`src/rtl/if_pkg.sv`:
```
// Shared types and constants for the miniRV instruction fetch stage.
package if_pkg;

    localparam int          IF_ADDR_W   = 32;
    localparam logic [31:0] NOP_INST    = 32'h0000_0013;
    localparam logic [31:0] IF_RESET_PC = 32'h0000_0000;

    typedef enum logic [1:0] {
        S_BOOT,
        S_RUN,
        S_FLUSH
    } if_state_e;

    typedef struct packed {
        logic [31:0]          inst;
        logic [IF_ADDR_W-1:0] pc;
    } fetch_entry_t;

endpackage

```
`src/rtl/if_inst_fifo.sv`:
```
// Small synchronous FIFO with first-word fall-through output and a flush.
module if_inst_fifo #(
    parameter int WIDTH = 64,
    parameter int DEPTH = 2
) (
    input  logic                       clk,
    input  logic                       rst,
    input  logic                       push,
    input  logic                       pop,
    input  logic                       flush,
    input  logic [WIDTH-1:0]           din,
    output logic [WIDTH-1:0]           dout,
    output logic [$clog2(DEPTH):0]     count,
    output logic                       full,
    output logic                       empty
);

    localparam int PTR_W = (DEPTH > 1) ? $clog2(DEPTH) : 1;
    localparam int CNT_W = $clog2(DEPTH) + 1;

    logic [WIDTH-1:0] mem_q [DEPTH];
    logic [PTR_W-1:0] wr_q, rd_q;
    logic [CNT_W-1:0] cnt_q;
    logic             do_push, do_pop;

    assign empty   = (cnt_q == '0);
    assign full    = (cnt_q == CNT_W'(DEPTH));
    assign count   = cnt_q;
    assign dout    = mem_q[rd_q];
    assign do_pop  = pop && !empty;
    // A full FIFO still accepts a write when the head leaves in the same cycle.
    assign do_push = push && (!full || do_pop);

    always_ff @(posedge clk) begin
        if (rst || flush) begin
            wr_q  <= '0;
            rd_q  <= '0;
            cnt_q <= '0;
        end else begin
            if (do_push) wr_q <= wr_q + PTR_W'(1);
            if (do_pop)  rd_q <= rd_q + PTR_W'(1);
            cnt_q <= cnt_q + CNT_W'(do_push) - CNT_W'(do_pop);
        end
    end

    always_ff @(posedge clk) begin
        if (do_push) mem_q[wr_q] <= din;
    end

endmodule

```
`src/rtl/if_fetch_unit.sv`:
```
// Fetch stage: owns the fetch PC, talks req/gnt/rvalid to instruction memory,
// buffers responses in order and hands {inst, pc, pc+4} to decode.
module if_fetch_unit
    import if_pkg::*;
#(
    parameter int                ADDR_W     = IF_ADDR_W,
    parameter logic [ADDR_W-1:0] RESET_PC   = ADDR_W'(IF_RESET_PC),
    parameter int                FIFO_DEPTH = 2
) (
    input  logic              clk,
    input  logic              rst,
    output logic              imem_req,
    output logic [ADDR_W-1:0] imem_addr,
    input  logic              imem_gnt,
    input  logic              imem_rvalid,
    input  logic [31:0]       imem_rdata,
    input  logic              redirect,
    input  logic [ADDR_W-1:0] redirect_pc,
    output logic              id_valid,
    input  logic              id_ready,
    output logic [31:0]       id_inst,
    output logic [ADDR_W-1:0] id_pc,
    output logic [ADDR_W-1:0] id_pc4
);

    localparam int CNT_W = $clog2(FIFO_DEPTH) + 1;

    if_state_e         state_q, state_d;
    logic [ADDR_W-1:0] fpc_q, fpc_d;
    logic [CNT_W-1:0]  drop_q, drop_d;
    logic [ADDR_W-1:0] pc_hold_q, pc_hold_d;

    logic [ADDR_W-1:0]    tag_dout;
    logic [CNT_W-1:0]     tag_count;
    logic                 tag_full, tag_empty;
    logic [ADDR_W+31:0]   dat_dout;
    logic [CNT_W-1:0]     dat_count;
    logic                 dat_full, dat_empty;

    logic              gnt_ok, live_rsp, drop_rsp, rsp_any, id_fire;
    logic [CNT_W-1:0]  inflight;
    logic [CNT_W:0]    occ;

    assign id_valid = !dat_empty;
    assign id_fire  = id_valid && id_ready;
    assign inflight = tag_count + drop_q;

    // Counting the decode pop frees its slot for a new request this cycle,
    // which is what lets zero-wait memory stream one word per cycle.
    assign occ      = {1'b0, tag_count} + {1'b0, dat_count} - (CNT_W+1)'(id_fire);
    assign imem_req = (state_q == S_RUN) && (occ < (CNT_W+1)'(FIFO_DEPTH));
    assign imem_addr = fpc_q;

    assign gnt_ok   = imem_req && imem_gnt;
    // Stale responses (drop_q != 0) are always older than any tagged request.
    assign drop_rsp = imem_rvalid && (drop_q != '0);
    assign live_rsp = imem_rvalid && (drop_q == '0) && !tag_empty;
    assign rsp_any  = drop_rsp || live_rsp;

    assign id_inst = id_valid ? dat_dout[ADDR_W+31:ADDR_W] : NOP_INST;
    assign id_pc   = id_valid ? dat_dout[ADDR_W-1:0] : pc_hold_q;
    assign id_pc4  = id_pc + ADDR_W'(4);

    if_inst_fifo #(.WIDTH(ADDR_W), .DEPTH(FIFO_DEPTH)) u_tag_q (
        .clk   (clk),
        .rst   (rst),
        .push  (gnt_ok),
        .pop   (live_rsp),
        .flush (redirect),
        .din   (fpc_q),
        .dout  (tag_dout),
        .count (tag_count),
        .full  (tag_full),
        .empty (tag_empty)
    );

    if_inst_fifo #(.WIDTH(ADDR_W + 32), .DEPTH(FIFO_DEPTH)) u_inst_q (
        .clk   (clk),
        .rst   (rst),
        .push  (live_rsp),
        .pop   (id_fire),
        .flush (redirect),
        .din   ({imem_rdata, tag_dout}),
        .dout  (dat_dout),
        .count (dat_count),
        .full  (dat_full),
        .empty (dat_empty)
    );

    always_comb begin
        state_d   = state_q;
        fpc_d     = fpc_q;
        drop_d    = drop_q;
        pc_hold_d = id_valid ? dat_dout[ADDR_W-1:0] : pc_hold_q;
        if (gnt_ok) fpc_d = fpc_q + ADDR_W'(4);
        case (state_q)
            S_BOOT:  state_d = S_RUN;
            S_RUN:   state_d = S_RUN;
            S_FLUSH: begin
                if (drop_rsp) drop_d = drop_q - CNT_W'(1);
                if (drop_d == '0) state_d = S_RUN;
            end
            default: state_d = S_BOOT;
        endcase
        // Everything still in flight after this cycle becomes stale.
        if (redirect) begin
            fpc_d   = {redirect_pc[ADDR_W-1:2], 2'b00};
            drop_d  = inflight + CNT_W'(gnt_ok) - CNT_W'(rsp_any);
            state_d = (drop_d != '0) ? S_FLUSH : S_RUN;
        end
    end

    always_ff @(posedge clk) begin
        if (rst) begin
            state_q   <= S_BOOT;
            fpc_q     <= RESET_PC;
            drop_q    <= '0;
            pc_hold_q <= '0;
        end else begin
            state_q   <= state_d;
            fpc_q     <= fpc_d;
            drop_q    <= drop_d;
            pc_hold_q <= pc_hold_d;
        end
    end

    a_rvalid_expected: assert property (@(posedge clk) disable iff (rst)
        imem_rvalid |-> (!tag_empty || drop_q != '0));
    a_tag_no_overflow: assert property (@(posedge clk) disable iff (rst)
        !(gnt_ok && tag_full && !live_rsp));
    a_buf_no_overflow: assert property (@(posedge clk) disable iff (rst)
        !(live_rsp && dat_full && !id_fire));

endmodule

```
`config.mk`:
```
export PLATFORM = sky130hd
export DESIGN_NAME = if_fetch_unit
export DESIGN_NICKNAME = d
export VERILOG_FILES = /design/src/rtl/if_pkg.sv /design/src/rtl/if_inst_fifo.sv /design/src/rtl/if_fetch_unit.sv
export SDC_FILE = /design/constraint.sdc
export NUM_CORES = 1
export LEC_CHECK = 0
export BUFFER_PORTS_ARGS = -buffer_cell sky130_fd_sc_hd__clkbuf_2
export CELL_PAD_IN_SITES_DETAIL_PLACEMENT = 1
export CELL_PAD_IN_SITES_GLOBAL_PLACEMENT = 1
export CORE_MARGIN = 1
export CORE_UTILIZATION = 26
export DETAILED_ROUTE_END_ITERATION = 8
export PLACE_DENSITY = 0.51
export SETUP_SLACK_MARGIN = 0.4
export SKIP_LAST_GASP = 1
export SLEW_MARGIN = 20
export SYNTH_ARGS = -nofsm -noshare
export SYNTH_HDL_FRONTEND = slang
export SYNTH_SLANG_ARGS = --single-unit
```
`constraint.sdc`:
```
create_clock -name clk -period 9.37 [get_ports clk]
set_input_delay 0.4685 -clock clk [delete_from_list [all_inputs] [get_ports clk]]
set_output_delay 0.4685 -clock clk [all_outputs]
set_load 0.03 [all_outputs]
```
==> results of run 1 <==
[sequential cells by signal, indices dropped and copies added (netlist names), named ones only]
name and count:
u_tag_q.count 2, u_tag_q.rd_q 1, u_inst_q.wr_q 1, imem_addr 30, u_inst_q.mem_q 124, u_inst_q.rd_q 1
u_inst_q.count 2, drop_q 2, u_tag_q.mem_q 60, u_tag_q.wr_q 1, state_q 2, pc_hold_q 32
[final timing paths]
check / start / end / slack [ps] / depth (start not counted)
max reg2reg: u_inst_q.count[1] / state_q[1] / 4700 / 19
max: u_inst_q.count[1] / id_pc4[26] / 4520 / 12
min: imem_rdata[21] / u_inst_q.mem_q[0][53] / 110 / 1
min reg2reg: u_tag_q.rd_q / flop / 510 / 2
[placed cells by master (no fill, tap or decap), types with 4 or more instances in the layout]
cell type | netlist | layout
xor2_1 | 20 | 20
mux2_2 | 47 | 47
mux2i_1 | 78 | 78
dfxtp_1 | 76 | 75
nand2_1 | 31 | 31
clkbuf_16 | 0 | 31
clkinv_2 | 0 | 6
nor2_1 | 105 | 105
xnor2_1 | 48 | 48
edfxtp_1 | 184 | 184
inv_1 | 49 | 49
nor2b_1 | 18 | 17
nor3_1 | 34 | 33
ha_1 | 9 | 9
clkbuf_1 | 23 | 7
nand4_1 | 9 | 9
nand3_1 | 17 | 17
and2_1 | 7 | 6
clkbuf_2 | 0 | 195
clkinv_1 | 0 | 4
nor4_2 | 6 | 6
o21ai_0 | 11 | 11
nor4_1 | 12 | 12
buf_4 | 4 | 10
or3_1 | 5 | 5
a21o_1 | 6 | 6
a21oi_1 | 12 | 12
[synth_stat cells (all sizes together)]
master	n	share of area, %
fa	2	0.36
o22ai	1	0.056
a21oi	14	0.70
clkbuf	23	0.77
conb	1	0.034
mux2	47	4.7
and3b	1	0.079
nor2b	18	1.0
or4	1	0.067
or2	4	0.22
o21ai	11	0.49
inv	50	1.7
a31oi	2	0.11
nand2	31	1.0
o31a	2	0.16
nor4	21	1.9
nand3b	2	0.13
nor2	106	3.6
nand3	17	0.76
and4	3	0.24
a211oi	1	0.067
ha	9	1.0
dfxtp	76	14
nand4	11	0.81
and3	1	0.056
xnor2	48	3.8
and2	7	0.39
mux2i	78	7.0
o211ai	2	0.13
xor2	20	1.6
edfxtp	184	50
a21o	6	0.40
buf	19	1.3
o21a	2	0.13
or3	5	0.28
nor3	35	1.6
[cells by family (layout without fill, tap and decap cells)]
group,Yosys count,in the layout,synth area share (%)
compound gates,41,41,2.256
xor+xnor,68,68,5.344
fa+ha+maj,11,11,1.370
buf+inv,92,311,3.794
flops,260,260,63.22
mux,125,125,11.75
other cells,1,2,0.03365
simple gates,263,263,12.22
[per-layer routing]
metal	routed length, um	share of wire, %	vias to the layer above	GRT usage (%)
met3	1509	5.1	33	2.510
li1	-	-	3429	-
met2	12570	42	193	20.38
met1	15190	51	3538	20.15
met4	484	1.6	0	2.662
met5	0	0	-	0
[stage by stage]
step                      power [mW]  area [um^2]  util, %
after floorplan                1.700        11150        -
after global placement         1.847        12660    30.05
after detailed placement       1.856        12660    30.05
after CTS                      3.014        13630    32.35
after global routing           3.097        13630    32.35
final                          2.961        13630    32.35
[cell type report]
type | count | share of cell area [%]
timing repair buffer | 205 | 7.711
clock buffer | 40 | 6.086
inverter | 50 | 1.377
tap | 539 | 4.948
multi-input combinational | 510 | 27.14
sequential | 260 | 51.73
clock inverter | 16 | 1.010
[worst register-to-register path: stages, from the launching register on]
cell	delay (ps)
dfxtp_1	760
nor2_4	90
inv_2	60
buf_4	440
and2_1	260
ha_1	240
inv_1	90
nand2_1	70
fa_1	510
nand3b_1	120
nor2_1	140
nand2_1	190
ha_1	340
inv_1	50
fa_1	380
xor2_1	180
xnor2_1	150
o21ai_0	140
o21ai_0	130
nor2b_1	170
[report_power, final]
group,leakage (nW),internal (mW),switching [mW]
sequential,2.30,1.33,0.0428
combinational,2.46,0.149,0.301
clock,0.472,0.675,0.461
total,5.23,2.16,0.804
==> summary.txt, run 1 <==
Worst setup path
  • Critical Path Start Type: flop
  • Slowest stage cell on the critical path: dfxtp_1
  • Buf+Inv Stages, Crit Path: 4
  • Worst Setup End Kind: output port
  • CP cell instances: nor2_4 -> inv_2 -> buf_4 -> mux2i_1 -> inv_1 -> ha_1 -> o211ai_1 -> nor4_4 -> nand4_2 -> nor3_1 -> xor2_1 -> clkbuf_2
  • CP delay by family, top: simple AND/OR/NAND/NOR gates
  • Crit-path max FO: 32
  • Crit path DAT: 4380 ps
  • Peak per-stage delay on the critical path: about 760 ps
  • Critical path type: flop to output port
  • Crit path required time: 8900 ps

GRT
  • Initial antenna violation count: 0
  • Vias in the first global route: roughly 7300
  • First-pass GRT wire length: 45530 um
  • GRT Residual Overflow: 0
  • GR Util All Layers: 13.54%
  • Largest net degree at the start of global routing: 68

STA
  • Clk_skew: approximately 12 ps
  • Rel. slew slack: 32.77%
  • Post-layout minimum cycle time: 4850 ps
  • Max Fclk: 206.2 MHz
  • Final Setup Violations: 0
  • Final period util: 51.77%
  • PnR worst setup slack: 4520 ps
  • Total negative slack: 0 ps
  • Slew Limit Fails: 0
  • Fin. Hold Viols: 0
  • Worst-Margin Slew: roughly 980 ps
  • Unrepaired setup endpoints after global routing: no
  • WHS: about 110 ps

Clock network
  • Post-CTS Repair Setup Buffers: 0
  • Clock root cell: clkbuf_16
  • Inserted Clock Buffers: 31
  • Resize count post-CTS: 0
  • CTS Sinks: 260
  • Reg clk slew, reported paths: ~60 ps
  • Maximum root-to-sink buffer count: 3
  • CTS tree: yes
  • Clk_lat worst skew: about 550 ps
  • Post-CTS Hold Fix Bufs: 0
  • H-tree Lvls: 1

Route
  • Drt wl/cell: 18.37 um
  • Remaining DRCs: 0
  • Vias per cell: 4.440
  • Post-Route WL: approximately 30000 um
  • Antenna-violating nets left: 0
  • DR pass1 iterations: 4
  • Vias: 7193
  • Starting DRT DRC Count: 290

Pwr
  • Leakage Power: 5.226 nW
  • Power per cell area: 217.3 mW/mm^2
  • Worst VDD drop: 0.0001527 V

Final layout
  • FF/Latch Area: 0.007051 mm^2
  • Non-filler cells, final: 1620
  • # fillers: about 4600
  • Nets: around 1100
  • Diodes inserted: 0
  • Synthesis-to-layout area growth: 22.28%
  • Share of cells above drive strength 1: 29.60%
  • Multi-input gate area in the final layout: 0.003699 mm^2

Floorplan
  • Die ar.: 0.04370 mm^2
  • CORE AREA: 0.04213 mm^2
  • Starting density of the core: 26.45%
  • DIE HEIGHT: 209.0 um
  • Row cnt: 75
  • Top Ports: 200
  • Die W: 209.0 um

Placement
  • Port-buffer cells: 195
  • Placed Cells: 1564
  • Routability cong.: 0.7437
  • Dpl ws: 4663 ps
  • Final HPWL from detailed placement: around 21000 um

Synth
  • Unique masters post-synth: 50
  • Post-synthesis sequential area ratio: 63.22%
  • Yosys warning count: 0
  • Post-Syn Area: 0.01115 mm^2
  • Syn Area/Cell: around 13 um^2
  • Seq cells post-synth: 260
  • Synthesized instance count: 861

Job
  • Total of max-cap violations: 0

Status
  • Status: completed

Worst hold path
  • Hold Crit Class: input port to flop
Note: power is estimated with default switching activity, not from simulation.
==> run 2, diff against run 1 <==
Settings changed: ABC_AREA set to 1, PLACE_DENSITY 0.51 to 0.53.
Clock period 9.37 ns to 4.6 ns, I/O delays scaled along.
==> run 2 against run 1 <==
  * Register-to-register slack worse by 3800 ps
  * Sequential power is 100% higher
  * Sequential share of layout area shrank 5.6 points
==> summary.txt, run 2 <==
STA
  • Fin. Hold Viols: 0 (unchanged)
  • Unrepaired setup endpoints after global routing: no
  • Rel. slew slack: 37.58% (+4.8 points)
  • Final Setup Violations: 0 (unchanged)
  • Max Fclk: 267.4 MHz
  • Clk_skew: 12.40 ps (+0.3909 ps)
  • Total negative slack: 0 ps (unchanged)
  • Worst-Margin Slew: 936.3 ps (-44.08 ps)
  • Final period util: roughly four fifths
  • Slew Limit Fails: 0 (unchanged)
  • Post-layout minimum cycle time: 3739 ps

Final layout
  • # fillers: 5380 (+17%)
  • FF/Latch Area: 0.007048 mm^2 (about the same)
  • Top reg by flops: u_inst_q.mem_q
  • Synthesis-to-layout area growth: 26.34%
  • Largest regs: u_inst_q.mem_q (124), u_tag_q.mem_q (60), pc_hold_q (32)
  • Max reg flops: 124 (unchanged)
  • Multi-input gate area in the final layout: 0.004377 mm^2 (+18%)
  • Share of cells above drive strength 1: 22.40% (-7.2 points)
  • Most frequent cells in the layout: nand2_1, clkbuf_2, edfxtp_1, nor2_1, inv_1
  • Nets: 1651 (+45%)
  • Diodes inserted: 0 (unchanged)
  • Non-filler cells, final: 2194 (+35%)
  • Most common cell after layout, fill and taps aside: nand2_1

Route
  • Vias per cell: 4.358 (-1.8%)
  • Starting DRT DRC Count: 362 (+25%)
  • Remaining DRCs: 0 (unchanged)
  • Antenna-violating nets left: 0 (unchanged)
  • Post-Route WL: 35900 um (+21%)
  • DR pass1 iterations: 6 (+2)
  • Drt wl/cell: 16.36 um (-11%)
  • Vias: 9562 (+33%)

Worst setup path
  • Crit-path most repeated cell: nor2_1
  • Worst Setup End Kind: flop
  • Peak per-stage delay on the critical path: 500 ps (-260 ps)
  • Buf+Inv Stages, Crit Path: 4 (unchanged)
  • CP cell instances: inv_2 -> nand2_4 -> inv_2 -> nor2_1 -> ha_1 -> inv_1 -> nand2_1 -> fa_1 -> nand3_1 -> nor2_1 -> nand2_2 -> ha_1 -> inv_1 -> fa_1 -> xor2_1 -> xnor2_1 -> o21ai_0 -> nand3_1 -> nor2_1
  • Slowest stage cell on the critical path: fa_1
  • Crit path required time: 5080 ps (-3820 ps)
  • Critical Path Start Type: flop
  • Crit path DAT: 4220 ps (-160 ps)
  • Critical path type: flop to flop
  • CP delay by family, top: adder cells
  • Crit-path max FO: 9 (-72%)

Synth
  • Asr flop ratio synth: 0% (unchanged)
  • Top_reg_cell synth: edfxtp_1
  • Post-synth EDFFs: 184 (unchanged)
  • Unique masters post-synth: 39 (-22%)
  • Yosys warning count: 0 (unchanged)
  • Post-Syn Area: 0.01209 mm^2 (+8.5%)
  • Seq cells post-synth: 260 (unchanged)
  • Most common cell in the synthesized netlist: nand2_1
  • Top cells by instance count after synthesis: nand2_1, edfxtp_1, nor2_1
  • Synthesized instance count: 1321 (+53%)
  • Post-synthesis sequential area ratio: 58.27% (-5.0 points)
  • Proportion of netlist area held by the largest area contributor: 45.69% (-3.9 points)
  • Syn Area/Cell: 9.155 um^2 (-29%)
  • Synth area leader: edfxtp_1
  • Top cells by area, synth: edfxtp_1, nand2_1, dfxtp_1

Placement
  • Routability cong.: 0.8005 (+7.6%)
  • Port-buffer cells: 195 (unchanged)
  • Final HPWL from detailed placement: 25420 um (+23%)
  • Placed Cells: 2082 (+33%)

Status
  • Status: completed

Floorplan
  • Row cnt: 78 (+4.0%)
  • Die ar.: 0.04738 mm^2 (+8.4%)
  • Die W: 217.7 um (+4.1%)
  • DIE HEIGHT: 217.7 um (+4.1%)
  • Top Ports: 200 (unchanged)
  • Starting density of the core: 26.48% (about the same)
  • CORE AREA: 0.04567 mm^2 (+8.4%)

Pwr
  • Internal power: 4.536 mW (+110%)
  • Sequential group share of total power: 44.9% (-1.5 points)
  • Clock power frac: 40.4% (+2.1 points)
  • Power per cell area: 407.9 mW/mm^2 (+88%)
  • Psw: 1.697 mW (+110%)
  • Worst VDD drop: 0.0002416 V (+58%)
  • Leakage Power: 6.159 nW (+18%)
  • Combinational share of power: 14.7% (-0.5 points)
  • Sw frac: 27.23% (+0.066 points)

Clock network
  • Reg clk slew, reported paths: 60 ps (about the same)
  • Inserted Clock Buffers: 31 (unchanged)
  • CTS tree: yes
  • Maximum root-to-sink buffer count: 3 (unchanged)
  • Resize count post-CTS: 0 (unchanged)
  • CTS Sinks: 260 (unchanged)
  • Clk_lat worst skew: 550 ps (about the same)
  • Post-CTS Repair Setup Buffers: 0 (unchanged)
  • Clock root cell: clkbuf_16
  • H-tree Lvls: 1 (unchanged)

GRT
  • Initial antenna violation count: 0 (unchanged)
  • Largest net degree at the start of global routing: 63 (-7.4%)
  • GRT Residual Overflow: 0 (unchanged)
  • GR Util All Layers: 15.17% (+1.6 points)
  • First-pass GRT wire length: 56060 um (+23%)
  • Vias in the first global route: 9804 (+34%)

Job
  • Total of max-cap violations: 0 (unchanged)

Worst hold path
  • Hold Crit Class: input port to flop
[run 2: cell count changes after synthesis, moves of 12 or more]
| cell | previous run | this run |
|---|---|---|
| nor3_1 | 34 | 12 |
| nor2_1 | 105 | 129 |
| nor4_1 | 12 | 0 |
| inv_1 | 49 | 101 |
| nor2b_1 | 18 | 0 |
| nand3_1 | 17 | 72 |
| nand2_1 | 31 | 452 |
| mux2i_1 | 78 | 0 |
| nand2_2 | 0 | 31 |
| a21oi_1 | 12 | 61 |
| xnor2_1 | 48 | 7 |
| mux2_2 | 47 | 30 |
[run 2: final cells by class]
type / instances / area share [%]
sequential: 260 / 46.13
multi-input combinational: 906 / 28.64
timing repair buffer: 264 / 10.68
clock buffer: 38 / 5.576
tap: 600 / 4.913
inverter: 107 / 2.661
clock inverter: 19 / 1.400
[run 2: cells by family (layout without fill, tap and decap cells)]
logic type      after synthesis  in the layout  synth area share (%)
other cells                   1              2               0.03101
fa+ha+maj                    11             11                 1.262
flops                       260            260                 58.27
xor+xnor                     33             33                 2.390
mux                          30             30                 2.793
buf+inv                     156            428                 5.742
compound gates               95             95                 4.128
simple gates                735            735                 25.39
[run 2: power groups by stage]
stage          logic (mW)  registers, mW  clock network [mW]
2_1_floorplan       0.562           2.86                   0
3_3_place_gp        0.877           2.84                   0
3_5_place_dp        0.891           2.85                   0
4_1_cts             0.935           2.80                2.61
5_1_grt              1.03           2.82                2.69
6_report            0.915           2.80                2.52
[run 2: worst paths after layout]
check	end	slack [ps]	cells past startpoint	start
worst max-delay path	state_q[0]	860	19	u_inst_q.count[1]
worst min register to register	pc_hold_q[0]	450	2	pc_hold_q[0]
worst min-delay path	imem_addr[25]	50	5	redirect_pc[25]
worst max register to register	state_q[0]	860	19	u_inst_q.count[1]
[run 2: metal layers]
layer / vias to the layer above / share of wire [%] / track usage [%] / routed length (um)
met5: - / 0 / 0 / 0
met4: 0 / 1.6 / 3.568 / 587
met3: 36 / 3.2 / 1.911 / 1146
met2: 158 / 46 / 24.97 / 16490
met1: 4563 / 49 / 21.04 / 17690
li1: 4805 / - / - / -
[run 2: timing repair]
action                                  4_1_cts  5_1_grt
endpoints found under the setup margin        0        0
hold buffers                                 55        0
hold endpoints to repair                     87        0
[run 2: worst min-delay path, stage by stage]
cell	delay, ps
clkbuf_2	80
nand2_1	50
o21ai_0	70
inv_1	70
a21oi_1	60
[run 2: per-stage QoR]
step                total power [mW]  util (%)  hold slack (ps)  cell area, um^2  setup WS [ps]
finish                         6.233     33.45            49.56            15280          860.8
global route                   6.531     33.45            60.02            15280          486.5
CTS                            6.345     33.45            3.130            15280          812.0
detailed placement             3.740     29.91            423.2            13660          839.9
global placement               3.720     29.91            419.3            13660           1004
floorplan                      3.422         -            328.9            12100          414.9
==> run 3, diff against run 2 <==
Settings changed: ABC_AREA 1 to 0, PLACE_DENSITY 0.53 to 0.51.
Clock period 4.6 ns to 3.9 ns, I/O delays scaled along.
==> run 3 against run 2 <==
  * Sequential share of layout area rose by 1.5 points
  * Die area decreased by 7.8%
  * Sequential cell count is the same
  * Utilization is 1.7 points higher
  * Largest cell class unchanged
  * Non-clock buffer count grew 33
  * Critical endpoint is now state_q[1]
  * Hold slack improved by 110 ps
  * Total power increased by 19%
  * Global-route usage shrank 1.7 points
==> summary.txt, run 3 (synthesis gave the netlist of run 1 again) <==
Status
  • Status: completed

Floorplan
  • Die W: 209.0 um (-4.0%)
  • CORE AREA: 0.04213 mm^2 (-7.7%)
  • Starting density of the core: 26.45% (about the same)
  • Die ar.: 0.04370 mm^2 (-7.8%)
  • Row cnt: 75 (-3.8%)
  • DIE HEIGHT: 209.0 um (-4.0%)
  • Top Ports: 200 (unchanged)

Route
  • DR pass1 iterations: 4 (-2)
  • Starting DRT DRC Count: 256 (-29%)
  • Antenna-violating nets left: 0 (unchanged)
  • Drt wl/cell: 17.80 um (+8.8%)
  • Remaining DRCs: 0 (unchanged)
  • Post-Route WL: 30470 um (-15%)
  • Vias: 7477 (-22%)
  • Vias per cell: 4.367 (+0.21%)

Pwr
  • Sw frac: 27.24% (about the same)
  • Internal power: 5.417 mW (+19%)
  • Worst VDD drop: 0.0003377 V (+40%)
  • Clock power frac: 38.8% (-1.6 points)
  • Psw: 2.028 mW (+20%)
  • Sequential group share of total power: 44.3% (-0.6 points)
  • Leakage Power: 5.747 nW (-6.7%)
  • Power per cell area: 502.4 mW/mm^2 (+23%)
  • Combinational share of power: 16.9% (+2.2 points)

STA
  • Unrepaired setup endpoints after global routing: yes
  • Worst-Margin Slew: 901.2 ps (-35.12 ps)
  • Total negative slack: 0 ps (unchanged)
  • Final period util: 88.22% (+6.9 points)
  • PnR worst setup slack: 459.4 ps (-401.3 ps)
  • Fin. Hold Viols: 0 (unchanged)
  • Post-layout minimum cycle time: 3441 ps (-298.7 ps)
  • Max Fclk: 290.6 MHz (+8.7%)
  • Final Setup Violations: 0 (unchanged)
  • Clk_skew: 8.429 ps (-3.975 ps)
  • Rel. slew slack: 39.92% (+2.3 points)
  • Slew Limit Fails: 0 (unchanged)

GRT
  • Initial antenna violation count: 0 (unchanged)
  • Vias in the first global route: 7523 (-23%)
  • GRT Residual Overflow: 0 (unchanged)
  • Largest net degree at the start of global routing: 63 (unchanged)
  • First-pass GRT wire length: 45560 um (-19%)
  • GR Util All Layers: 13.51% (-1.7 points)

Worst setup path
  • Critical Path Start Type: flop
  • R2R cell count: 18 (-1)
  • R2R Setup Slk: 460 ps (-400 ps)
  • Worst R2R End: state_q[1]
  • Worst Setup End Kind: flop
  • Critical path type: flop to flop
  • Reg2reg start: u_inst_q.count[1]
  • Crit path DAT: 3860 ps (-360 ps)
  • Crit path required time: 4320 ps (-760 ps)
  • Crit-path max FO: 4 (-5)

Placement
  • Dpl ws: 465.7 ps (-374.2 ps)
  • Port-buffer cells: 195 (unchanged)
  • Final HPWL from detailed placement: 20750 um (-18%)
  • Placed Cells: 1581 (-24%)
  • Post-DP Area: 0.01288 mm^2 (-5.8%)
  • Routability cong.: 0.7678 (-4.1%)

Clock network
  • Reg clk slew, reported paths: 60 ps (about the same)
  • Clock root cell: clkbuf_16
  • Clk_lat worst skew: 570 ps (+20 ps)
  • CTS tree: yes
  • Inserted Clock Buffers: 30 (-3.2%)
  • Maximum root-to-sink buffer count: 3 (unchanged)
  • CTS Sinks: 260 (unchanged)
  • H-tree Lvls: 1 (unchanged)

Final layout
  • Share of cells above drive strength 1: 32.48% (+10 points)
  • Nets: 1230 (-25%)
  • Max reg flops: 124 (unchanged)
  • Most common cell after layout, fill and taps aside: clkbuf_2
  • Top reg by flops: u_inst_q.mem_q
  • Non-filler cells, final: 1712 (-22%)
  • Post-route cell area: 0.01482 mm^2 (-3.0%)
  • Most frequent cells in the layout: clkbuf_2, edfxtp_1, nor2_1, mux2i_1, dfxtp_1
  • Synthesis-to-layout area growth: 32.97%
  • Largest regs: u_inst_q.mem_q (124), u_tag_q.mem_q (60), pc_hold_q (32)
  • Diodes inserted: 0 (unchanged)

Worst hold path
  • HP Start: id_ready
  • Hold depth: 5 (unchanged)
  • Hold Crit Class: input port to flop

Job
  • Total of max-cap violations: 0 (unchanged)
==> run 3: changes by cell type in the layout (fill, tap and decap cells not counted), moves of 17 or more <==
cell	delta
mux2_2	+17
nand2_2	-30
xnor2_1	+41
nor2b_1	+17
a21oi_1	-49
nor2_1	-21
inv_1	-56
buf_4	+20
nand2_1	-423
mux2i_1	+76
nand3_1	-57
==> run 3: worst max-delay path, cell delays in order (launching register included) <==
cell and delay (ps):
dfxtp_4 360, nor2_4 140, inv_4 80, and2_4 150
ha_4 210, inv_4 50, nand2_2 50, fa_1 520
nand3b_1 160, nor2_4 160, nand2_4 90, ha_4 260
inv_2 30, fa_2 340, xor2_1 150, xnor2_1 140
o21ai_1 130, o21ai_1 100, nor2b_1 170
==> run 3: routing by layer <==
layer | part of all wire (%) | up-vias | track usage, %
li1 | - | 3627 | -
met1 | 51 | 3609 | 20.01
met2 | 43 | 212 | 20.31
met3 | 4.9 | 29 | 2.795
met4 | 1.3 | 0 | 2.459
met5 | 0 | - | 0
==> run 3: metrics by stage <==
step	total power [mW]	hold slack, ps	util (%)
floorplan	4.118	293.9	-
global placement	4.507	385.6	30.56
detailed placement	4.524	389.6	30.56
CTS	7.529	49.96	34.86
global route	7.789	161.2	35.17
finish	7.446	156.5	35.17
==> run 3: how the worst max path moves through the flow <==
| stage | from | endpoint | slack [ps] | cells past startpoint |
|---|---|---|---|---|
| floorplan | u_inst_q.count[0] | state_q[1] | 220 | 20 |
| global placement | u_inst_q.count[0] | state_q[1] | 470 | 18 |
| detailed placement | u_inst_q.count[0] | state_q[1] | 470 | 18 |
| CTS | u_inst_q.count[0] | state_q[1] | 370 | 18 |
| global route | u_inst_q.count[1] | state_q[1] | 320 | 18 |
| finish | u_inst_q.count[1] | state_q[1] | 460 | 18 |
==> run 3: power by group through the flow <==
stage               registers, mW  clock network, mW  logic [mW]
finish                       3.30               2.89        1.26
global route                 3.32               3.10        1.37
CTS                          3.30               2.99        1.24
detailed placement           3.36                  0        1.17
global placement             3.35                  0        1.16
floorplan                    3.37                  0       0.753
==> run 3: layout make-up <==
class,count,area [um^2]
clock inverters,14,181.4
inverters,50,192.7
flip-flops and latches,260,7056
repair buffers,297,1991
well taps,539,674.4
clock buffers,42,855.8
fillers,4564,27310
multi-input cells,510,3870
==> run 3: what timing repair did <==
item                                    CTS  global route
pin swaps                                 4            11
endpoints found under the setup margin   20            16
gates resized for setup                  24            13
buffers inserted                          5             7
hold buffers                             62             0
gates cloned                              0             1
hold endpoints to repair                 94             0
